==> config.mk <==
export PLATFORM = sky130hd
export DESIGN_NAME = serial_subtractor_flat
export DESIGN_NICKNAME = d
export VERILOG_FILES = /design/src/rtl/arith_pkg.sv /design/src/rtl/serial_subtractor_if.sv /design/src/rtl/full_subtractor.sv /design/src/rtl/serial_subtractor.sv /design/src/flat_wrapper.sv
export SDC_FILE = /design/constraint.sdc
export NUM_CORES = 1
export LEC_CHECK = 0
export CORE_MARGIN = 2
export CORE_UTILIZATION = 25
export DETAILED_ROUTE_END_ITERATION = 6
export GPL_ROUTABILITY_DRIVEN = 0
export HOLD_SLACK_MARGIN = 0.05
export PLACE_DENSITY = 0.49
export SETUP_SLACK_MARGIN = 0.02
export SLEW_MARGIN = 20
export SYNTH_ARGS = -nofsm -noshare
export SYNTH_HDL_FRONTEND = slang
export SYNTH_HIERARCHICAL = 1
export SYNTH_SLANG_ARGS = --single-unit
==> constraint.sdc <==
create_clock -name clk -period 1.5 [get_ports clk]
set_input_delay 0.225 -clock clk [delete_from_list [all_inputs] [get_ports clk]]
set_output_delay 0.225 -clock clk [all_outputs]
set_load 0.02 [all_outputs]
==> src/rtl/arith_pkg.sv <==
// Shared definitions for the bit-serial arithmetic blocks: FSM encoding and
// counter sizing.
package arith_pkg;

    typedef enum logic [1:0] {
        S_IDLE = 2'd0,
        S_RUN  = 2'd1,
        S_DONE = 2'd2
    } state_t;

    // Bit counter must hold values 0..w, and is never narrower than one bit.
    function automatic int cnt_width(input int w);
        int cw;
        cw = $clog2(w + 1);
        return (cw < 1) ? 1 : cw;
    endfunction

endpackage

==> src/rtl/serial_subtractor_if.sv <==
// Start/ready/done handshake and operand/result bus of the serial subtractor.
// start is taken only on an edge where ready=1; done marks the single cycle in
// which diff/bout have just been updated; results hold until the next done.
interface serial_subtractor_if #(
    parameter int WIDTH = 8
);
    import arith_pkg::*;

    logic             start;
    logic [WIDTH-1:0] a;
    logic [WIDTH-1:0] b;
    logic             ready;
    logic             busy;
    logic             done;
    logic [WIDTH-1:0] diff;
    logic             bout;
    state_t           dbg_state;

    modport master (
        output start, a, b,
        input  ready, busy, done, diff, bout, dbg_state
    );

    modport slave (
        input  start, a, b,
        output ready, busy, done, diff, bout, dbg_state
    );

endinterface

==> src/rtl/full_subtractor.sv <==
// One-bit full subtractor cell: d = x - y - bin, with borrow out.
module full_subtractor (
    output logic d,
    output logic bout,
    input  logic x,
    input  logic y,
    input  logic bin
);

    assign d    = x ^ y ^ bin;
    assign bout = (~x & y) | (~(x ^ y) & bin);

endmodule

==> src/rtl/serial_subtractor.sv <==
// Bit-serial WIDTH-bit subtractor: diff = a - b, LSB first, one bit per clock
// through a single full-subtractor cell and a borrow flip-flop.
module serial_subtractor
    import arith_pkg::*;
#(
    parameter int WIDTH = 8
) (
    input  logic          clk,
    input  logic          rst_n,
    serial_subtractor_if.slave bus
);

    localparam int             CW   = cnt_width(WIDTH);
    localparam logic [CW-1:0]  LAST = CW'(WIDTH - 1);

    state_t           state;
    state_t           state_nxt;
    logic [WIDTH-1:0] a_sh;
    logic [WIDTH-1:0] b_sh;
    logic [WIDTH-1:0] res;
    logic [WIDTH-1:0] res_nxt;
    logic [WIDTH-1:0] diff_q;
    logic             borrow;
    logic             bout_q;
    logic [CW-1:0]    cnt;
    logic             d;
    logic             bnext;
    logic             last_bit;

    full_subtractor u_fs (
        .d    (d),
        .bout (bnext),
        .x    (a_sh[0]),
        .y    (b_sh[0]),
        .bin  (borrow)
    );

    // New difference bit enters at the MSB; after WIDTH shifts bit 0 is the LSB.
    assign res_nxt  = WIDTH'({d, res} >> 1);
    assign last_bit = (cnt == LAST);

    always_ff @(posedge clk) begin
        if (!rst_n) begin
            state <= S_IDLE;
        end else begin
            state <= state_nxt;
        end
    end

    always_comb begin
        state_nxt = state;
        unique case (state)
            S_IDLE:  if (bus.start) state_nxt = S_RUN;
            S_RUN:   if (last_bit)  state_nxt = S_DONE;
            S_DONE:  state_nxt = S_IDLE;
            default: state_nxt = S_IDLE;
        endcase
    end

    always_ff @(posedge clk) begin
        if (!rst_n) begin
            a_sh   <= '0;
            b_sh   <= '0;
            res    <= '0;
            borrow <= 1'b0;
            cnt    <= '0;
            diff_q <= '0;
            bout_q <= 1'b0;
        end else begin
            unique case (state)
                S_IDLE: begin
                    if (bus.start) begin
                        a_sh   <= bus.a;
                        b_sh   <= bus.b;
                        res    <= '0;
                        borrow <= 1'b0;
                        cnt    <= '0;
                    end
                end
                S_RUN: begin
                    a_sh   <= a_sh >> 1;
                    b_sh   <= b_sh >> 1;
                    res    <= res_nxt;
                    borrow <= bnext;
                    cnt    <= cnt + 1'b1;
                    // Publish on the edge that enters DONE, using the final bit.
                    if (last_bit) begin
                        diff_q <= res_nxt;
                        bout_q <= bnext;
                    end
                end
                default: ;
            endcase
        end
    end

    assign bus.ready     = (state == S_IDLE);
    assign bus.busy      = (state == S_RUN);
    assign bus.done      = (state == S_DONE);
    assign bus.diff      = diff_q;
    assign bus.bout      = bout_q;
    assign bus.dbg_state = state;

endmodule

==> src/flat_wrapper.sv <==
// flat-port wrapper written by rule: the top's interface ports become plain ports
module serial_subtractor_flat import arith_pkg::*;
#(
    parameter int WIDTH = 8
)
  (clk, rst_n, bus_start, bus_a, bus_b, bus_ready, bus_busy, bus_done, bus_diff, bus_bout, bus_dbg_state);
  serial_subtractor_if #(.WIDTH(WIDTH)) bus_i ();
  input  logic clk;
  input  logic rst_n;
  input wire logic [$bits(bus_i.start)-1:0] bus_start;
  input wire logic [$bits(bus_i.a)-1:0] bus_a;
  input wire logic [$bits(bus_i.b)-1:0] bus_b;
  output wire logic [$bits(bus_i.ready)-1:0] bus_ready;
  output wire logic [$bits(bus_i.busy)-1:0] bus_busy;
  output wire logic [$bits(bus_i.done)-1:0] bus_done;
  output wire logic [$bits(bus_i.diff)-1:0] bus_diff;
  output wire logic [$bits(bus_i.bout)-1:0] bus_bout;
  output wire logic [$bits(bus_i.dbg_state)-1:0] bus_dbg_state;
  assign bus_i.start = bus_start;
  assign bus_i.a = bus_a;
  assign bus_i.b = bus_b;
  assign bus_ready = bus_i.ready;
  assign bus_busy = bus_i.busy;
  assign bus_done = bus_i.done;
  assign bus_diff = bus_i.diff;
  assign bus_bout = bus_i.bout;
  assign bus_dbg_state = bus_i.dbg_state;
  serial_subtractor #(.WIDTH(WIDTH)) u_core (.clk(clk), .rst_n(rst_n), .bus(bus_i));
endmodule
[Word level (Yosys, flattened, before mapping)]
Index checks and enable logic that the tools add are counted.
Operators by class
  add/sub/neg operators: 1
  equal/unequal tests: 5
  mux-type cells: 13
  bitwise logic cells: 7
  reduce and logical (&&, ||, !) cells: 5
Operator list (number)
  $pmux W8 S2: 3
  $mux W8: 3
  $pmux W4 S2: 1
  $reduce_and A2 Y1: 3
  $add A4 B1 Y4 const B: 1
  $eq A4 B3 Y1 const B: 1
  $mux W2: 2
  $mux W4: 1
  $pmux W2 S2: 1
  $and A1 B1 Y1: 2
  $eq A2 B1 Y1 const B: 1
  $eq A2 B2 Y1 const B: 1
  $logic_not A2 Y1: 1
  $ne A2 B1 Y1 const B: 1
  $ne A2 B2 Y1 const B: 1
  $not A1 Y1: 2
  $pmux W1 S2: 1
  $reduce_bool A2 Y1: 1
  $xor A1 B1 Y1: 2
  $mux W1: 1
  $or A1 B1 Y1: 1
Word-level totals
  register bits after elaboration: 40
  bits of input ports: 19
  output and inout bits: 14
  word-level logic and storage cells: 39

[Longest topological paths before layout]
Gate-level depths: netlist (run 1).
  depth after elaboration: 5
  depth in mapped cells: 6
  depth with buffers taken out: 5

[Modules after synthesis]
The synthesis (run 1) kept the hierarchy.
By module, submodules not included
  serial_subtractor: instances 1, cells an instance 179, area each 1719.1 sq um, seq. area each 780.7 sq um
  full_subtractor: instances 1, cells an instance 4, area each 31.3 sq um, seq. area each 0.0 sq um

[Least setup slack after synthesis (run 1)]
Ideal clock, no wire load.
  path kind: reg2out
  from: register u_core.state[1], in the netlist u_core/bus.dbg_state[1]
  to: output port bus_done
  arrival time: 1.259 ns
  required time: 1.275 ns
  slack: 0.016 ns
  stages on the path, launching flop included: 4
  buffers on the path: 2
  cells stage by stage: dfxtp_1 buf_6 clkbuf_1 nor2b_1
On the way
  word-level cells in the longest chain between the ends: 1
RTL lines
  start, declared: RTL line serial_subtractor.sv:16  | state_t state;
  start signal, assigned: RTL line serial_subtractor.sv:46  | state <= state_nxt;
  $eq A2 B2 Y1: RTL line serial_subtractor.sv:99  | assign bus.done = (state == S_DONE);
  end, declared: RTL line flat_wrapper.sv:15  | output wire logic [$bits(bus_i.done)-1:0] bus_done;
No other way between the ends.

[Worst setup path after layout (run 1)]
  from: register u_core.state[0], in the netlist u_core/bus.dbg_state[0]
  to: output port bus_dbg_state[0]
RTL lines
  end, declared: RTL line flat_wrapper.sv:18  | output wire logic [$bits(bus_i.dbg_state)-1:0] bus_dbg_state;
No word-level cell between the ends.

==> results of run 1 <==
==> cell type report <==
cell class              instances  area, µm²  area share (%)
multi-input cells             121      845.8           36.21
flip-flops and latches         39      787.0           33.69
repair buffers                 50      491.7           21.05
well taps                      96      120.1           5.142
clock buffers                   6      72.57           3.107
inverters                       5      18.77          0.8034
==> flip-flops by register name (all words and copies together) (netlist names) <==
name,count
u_core/a_sh,8
u_core/b_sh,8
u_core/borrow,1
u_core/bus.bout,1
u_core/bus.dbg_state,2
u_core/bus.diff,8
u_core/cnt,4
u_core/res,7
==> how the worst max path moves through the flow <==
stage / start / to / slack, ns
2_1_floorplan: u_core/bus.dbg_state[0] / u_core/bus.bout / 0.06
3_3_place_gp: bus_start / u_core/res[7] / -0.13
3_5_place_dp: bus_start / u_core/res[4] / -0.15
4_1_cts: u_core/bus.diff[0] / bus_diff[0] / 0.02
5_1_grt: u_core/bus.dbg_state[1] / u_core/bus.diff[4] / 0.005
6_report: u_core/bus.dbg_state[0] / bus_dbg_state[0] / 0.09
==> cell usage after synthesis, drive strengths merged <==
| master | count | area (µm²) |
|---|---|---|
| nor3b | 4 | 35.03 |
| nand2 | 22 | 82.58 |
| o221a | 14 | 157.7 |
| mux2i | 9 | 90.09 |
| a21oi | 15 | 75.07 |
| nor2b | 17 | 113.9 |
| o211ai | 1 | 7.510 |
| a32oi | 2 | 17.52 |
| nor2 | 14 | 52.55 |
| and2 | 3 | 18.77 |
| nand3 | 2 | 10.01 |
| o21bai | 1 | 18.77 |
| dfxtp | 39 | 780.8 |
| nand4 | 1 | 6.260 |
| o211a | 1 | 10.01 |
| nand3b | 1 | 7.510 |
| clkbuf | 8 | 30.03 |
| a22o | 9 | 78.83 |
| ha | 1 | 12.51 |
| buf | 10 | 83.83 |
| a21boi | 1 | 7.510 |
| o21ai | 1 | 5.000 |
| fa | 1 | 20.02 |
| o21ba | 1 | 10.01 |
| inv | 5 | 18.77 |
==> per-layer routing <==
layer  wire [µm]  GRT usage [%]  vias to the layer above
li1            -              -                      712
met1        2056          14.96                      657
met2        1688          15.36                       27
met3         185          3.299                        4
met4          40          3.357                        0
met5           0              0                        -
==> cell families after synthesis <==
| family | count (synthesis) | synth area share [%] |
|---|---|---|
| muxes | 9 | 5.147 |
| AOI/OAI and AO/OA | 46 | 22.16 |
| adders and majority gates | 2 | 1.858 |
| DFF | 39 | 44.60 |
| and+or+nand+nor | 64 | 18.66 |
| buffers and inverters | 23 | 7.577 |
==> per-stage QoR <==
step	TNS (ns)	instances	cell area, µm²	power, W
6_report	0	317	2336	0.002060
5_1_grt	0	317	2336	0.002174
4_1_cts	0	317	2298	0.002099
3_5_place_dp	-2.224	311	2227	0.001437
3_3_place_gp	-1.831	311	2227	0.001437
2_1_floorplan	0	183	1753	0.001319
==> power groups by stage <==
stage	registers (W)	logic (W)	clock network, W
after detailed placement	0.00113	0.000302	0
after global placement	0.00113	0.000303	0
after CTS	0.00111	0.000301	0.000687
after global routing	0.00112	0.000332	0.000727
after floorplan	0.00113	0.000192	0
final	0.00111	0.000298	0.000653
==> worst max-delay path, cell delays in order, from the launching register on <==
cell           delay [ns]
dfxtp_2              0.39
buf_4                0.17
dlygate4sd2_1        0.33
==> summary.md, run 1 <==
| Metric | Value |
|---|---|
| Status | `finished, final reports clean` |
| Synthesized area | `1750 µm²` |
| Global-route wire length before repair | `6354 µm` |
| Largest net degree at the start of global routing | `28` |
| ANT cells | `0` |
| Post_cts resized | `9` |
| Drt first pass iters | `4` |
| Leakage Power | `1.053 nW` |
| Post-CTS Setup Bufs | `0` |
| Commonest non-fill, non-tap cell in the layout | `dfxtp_1` |
| RSZ-0062 raised after global routing | `yes` |
| Post-synthesis net count | `204` |
| Root Driver | `clkbuf_8` |
| Combinational share of power | `14.4%` |
| Startpoint Class | `flip-flop` |
| Initial detailed-routing violation count | `39` |
| Syn-to-layout area delta | `33.45%` |
| Clock slew at reported path FFs | `approximately 0.07 ns` |
| Crit end category | `primary output` |
| Hold Path Stages | `2` |
| Drt drc | `0` |
| Initial antenna violation count | `0` |
| Beginning of the worst hold path | `u_core/bus.bout` |
| Die X | `roughly 90 µm` |
| R2R depth | `6` |
| Synthesized area per cell | `9.565 µm²` |
| Layout cells sized above 1 | `between 20 and 25%` |
| Crit Reg-Reg Endpoint | `u_core/bus.diff[0]` |
| PortBufs | `32` |
| WP data arrival | `roughly 1.2 ns` |
| CTS H-tree depth | `2` |
| Vias post-DR | `1,400` |
| Initial Util | `about a quarter` |
| Reg2reg start | `u_core/bus.dbg_state[1]` |
| Clock Tree Buf Depth | `2` |
| # setup viols final | `0` |
| Final slew viol count | `0` |
| DIE AREA | `approximately 7700 µm²` |
| CTS Buf Count | `5` |
| Fmax | `0.7093 GHz` |
| Io pins | `33` |
| Clk_skew | `0.002708 ns` |
| FILL cells | `715` |
| WL final | `3971 µm` |
| Fin. Hold Viols | `0` |
| Unique cell type count in the Yosys netlist | `30` |
| Core area | `6794 µm²` |
| Vias in the first global route | `between 1,000 and 1,500` |
| Post-DP HPWL | `2704 µm` |
| P_sw | `0.0005042 W` |
| Power Dens Cells | `882.0 nW/µm²` |
| ANT nets after route | `0` |
| Max transition margin | `approximately 70%` |
| Gr ovfl total | `0` |
| Max-cap violation count | `0` |
| Yosys warns | `6` |
| WL/cell | `around 13 µm` |
| CTS tree | `done` |
| Fin Hold WS | `0.4574 ns` |
| Clock power frac | `between 30% and 40%` |
| CTS sink cnt | `39` |
| DP Worst Slack | `-0.1533 ns` |
| Worst Hold Path EP | `u_core/bus.bout` |
| Row cnt | `30` |
| Fin nets | `243` |
| Gate Count Post-Synth | `183` |
| Post-layout min period | `1.410 ns` |
| Worst-Skew Late Latency | `0.28 ns` |
| WP data required | `between 1 and 1.5 ns` |
| CTS Hold Buffers Added | `0` |
| Switching Share | `24.47%` |
| Reg power frac | `53.9%` |
| Die Y | `about 90 µm` |
| Total internal power | `0.001556 W` |
| Vias per cell | `4.416` |
| Max FO, Critical Path | `8` |
| Total track usage | `between 10% and 20%` |
| Crit Path Category | `reg -> out` |
| Most frequent cells in the layout | `dfxtp_1, nand2_1, clkdlybuf4s50_1` |
| Worst min path class | `reg -> reg` |
| Reg2reg setup slack | `0.10 ns` |
| Flops & latches, synth | `39` |
| Layout Utilization | `34.38%` |
| Worst Max-Slew Pin Slew | `0.4529 ns` |
| Seq/Total Area, Yosys | `44.60%` |
| Final WS setup | `~0.09 ns` |
| Final Cycle Share | `93.99%` |
| Max VDD drop | `0.3776 mV` |
Power figures use the tool's default switching activity.
==> run 2, diff against run 1 <==
--- a/config.mk
+++ b/config.mk
@@ -11,8 +11,7 @@
 export GPL_ROUTABILITY_DRIVEN = 0
 export HOLD_SLACK_MARGIN = 0.05
 export PLACE_DENSITY = 0.49
-export SETUP_SLACK_MARGIN = 0.02
-export SLEW_MARGIN = 20
+export SETUP_SLACK_MARGIN = 0.5
 export SYNTH_ARGS = -nofsm -noshare
 export SYNTH_HDL_FRONTEND = slang
 export SYNTH_HIERARCHICAL = 1
==> run 2 against run 1 <==
Power rose by 5.7%. Critical path depth increased by 2. Utilization is 3.6 points higher. Setup slack gained 0.11 ns. Hold slack lost 0.0031 ns. Cell count is 4.7% higher. Design area increased by 10%. Via count increased by 3.6%. Non-clock buffer count increased by 13. Clock skew is 0.0028 ns higher. Flip-flop and latch count unchanged. Wire length is 8.0% higher. Critical endpoint is now u_core/b_sh[4]. Largest power group unchanged. Highest routed layer unchanged.
==> summary.md, run 2 (synthesis results as in run 1) <==
| Metric | Value |
|---|---|
| # setup viols final | `0` |
| WP data required | `about 1.7 ns` |
| Final slew viol count | `0` |
| CTS sink cnt | `39` |
| Final WS setup | `approximately 0.2 ns` |
| Total internal power | `0.001613 W` |
| Placed cells | `310` |
| Vias per cell | `4.370` |
| CTS Hold Buffers Added | `0` |
| PortBufs | `32` |
| Layout cells sized above 1 | `40.25%` |
| ANT nets after route | `0` |
| Max transition margin | `82.59%` |
| Crit Path Category | `reg -> reg` |
| Layout Utilization | `37.99%` |
| Total track usage | `11.55%` |
| Gr ovfl total | `0` |
| Global-route wire length before repair | `6969 µm` |
| Leakage Power | `1.024 nW` |
| Drt first pass iters | `4` |
| Max VDD drop | `0.4150 mV` |
| Max-cap violation count | `0` |
| Reg2reg setup slack | `0.20 ns` |
| Max FO, Critical Path | `13` |
| Clock Tree Buf Depth | `2` |
| Worst-Skew Late Latency | `roughly 0.29 ns` |
| CTS tree | `done` |
| Clk_skew | `~0.0055 ns` |
| RSZ-0062 raised after global routing | `yes` |
| Vias post-DR | `1,451` |
| Post-DP HPWL | `between 2000 and 3000 µm` |
| Fin Hold WS | `0.4543 ns` |
| Fin. Hold Viols | `0` |
| P_sw | `0.0005649 W` |
| Clock power frac | `between 30% and 40%` |
| Hold Path Stages | `4` |
| Root Driver | `clkbuf_8` |
| CTS Buf Count | `5` |
| Fin cells | `roughly 330` |
| Combinational share of power | `between 10% and 20%` |
| WL/cell | `12.92 µm` |
| Seq. cell area | `802.0 µm²` |
| Die X | `87.68 µm` |
| Io pins | `33` |
| WL final | `~4300 µm` |
| Crit end category | `flip-flop` |
| Reg power frac | `50.9%` |
| Post-layout min period | `1.299 ns` |
| FILL cells | `roughly 680` |
| Startpoint Class | `flip-flop` |
| Fmax | `0.7697 GHz` |
| Area post-placement | `2230 µm²` |
| Status | `finished, final reports clean` |
| Clock slew at reported path FFs | `around 0.080 ns` |
| WP data arrival | `1.48 ns` |
| DP Worst Slack | `-0.1196 ns` |
| Initial antenna violation count | `0` |
| Beginning of the worst hold path | `rst_n` |
| DIE AREA | `7687 µm²` |
| Critical path endpoint | `u_core/b_sh[4]` |
| Multi-input logic area | `912.1 µm²` |
| R2R depth | `4` |
| Initial Util | `about a quarter` |
| Switching Share | `25.94%` |
| Final Cycle Share | `around 87%` |
| Row cnt | `30` |
| Most frequent cells in the layout | `dfxtp_1, buf_6, nand2_1` |
| Crit Reg-Reg Endpoint | `u_core/b_sh[4]` |
| Fin nets | `roughly 260` |
| Worst min path class | `in -> reg` |
| Syn-to-layout area delta | `47.46%` |
| Reg2reg start | `u_core/bus.dbg_state[0]` |
| Drt drc | `0` |
| Worst Max-Slew Pin Slew | `0.2607 ns` |
| Core area | `between 6000 and 7000 µm²` |
| ANT cells | `0` |
| Initial detailed-routing violation count | `a little under 80` |
| Largest net degree at the start of global routing | `28` |
| Crit. Startpoint | `u_core/bus.dbg_state[0]` |
| CTS H-tree depth | `2` |
| Commonest non-fill, non-tap cell in the layout | `dfxtp_1` |
| Vias in the first global route | `1,373` |
| Die Y | `87.68 µm` |
| Power Dens Cells | `843.6 nW/µm²` |
| Finished Cell Area | `about 2600 µm²` |
run 2: worst min-delay path by stage:
| stage | endpoint | slack, ns |
|---|---|---|
| final | u_core/bus.dbg_state[0] | 0.45 |
| after global routing | u_core/bus.bout | 0.48 |
| after CTS | u_core/bus.diff[2] | 0.46 |
| after detailed placement | u_core/bus.diff[2] | 0.45 |
| after global placement | u_core/bus.diff[1] | 0.44 |
| after floorplan | u_core/b_sh[7] | 0.42 |
run 2: critical path: stages, from the launching register on:
cell	delay, ns
dfxtp_4	0.37
buf_4	0.17
o21ba_4	0.24
buf_12	0.14
o221a_2	0.26
run 2: cell type report:
type                    count  area share (%)
clock buffers               5           2.666
repair buffers             63           24.82
well taps                  96           4.653
multi-input cells         121           35.34
flip-flops and latches     39           31.07
clock inverters             3          0.7271
inverters                   5          0.7271
run 2: metrics by stage:
stage          TNS [ns]  total power (W)
2_1_floorplan         0         0.001321
6_report              0         0.002178
5_1_grt               0         0.002305
3_3_place_gp    -0.4264         0.001441
4_1_cts               0         0.002207
3_5_place_dp    -0.4926         0.001439
run 2: layer usage:
metal | share of wire (%) | GRT usage (%) | up-vias
li1 | - | - | 742
met1 | 50 | 16.40 | 678
met2 | 44 | 17.36 | 29
met3 | 4.7 | 2.545 | 2
met4 | 0.58 | 3.776 | 0
met5 | 0 | 0 | -
run 2: timing repair:
action / in CTS / in global routing
hold endpoints to repair: 0 / 0
endpoints found under the setup margin: 53 / 53
gates cloned: 2 / 0
buffers inserted: 11 / 1
resized for setup: 124 / 7
pin swaps: 4 / 0
run 2: power by group through the flow:
stage                     combinational, W  clock, W  sequential [W]
after floorplan                   0.000195         0         0.00113
after global placement            0.000304         0         0.00114
after detailed placement          0.000302         0         0.00114
after CTS                         0.000357  0.000741         0.00111
after global routing              0.000393  0.000796         0.00112
final                             0.000361  0.000707         0.00111
==> run 3, diff against run 2 <==
--- a/config.mk
+++ b/config.mk
@@ -7,6 +7,7 @@
 export LEC_CHECK = 0
 export CORE_MARGIN = 2
 export CORE_UTILIZATION = 25
+export CTS_CLUSTER_SIZE = 30
 export DETAILED_ROUTE_END_ITERATION = 6
 export GPL_ROUTABILITY_DRIVEN = 0
 export HOLD_SLACK_MARGIN = 0.05
==> results of run 3 <==
No change in the layout: final DEF, timing and power equal those of run 2.
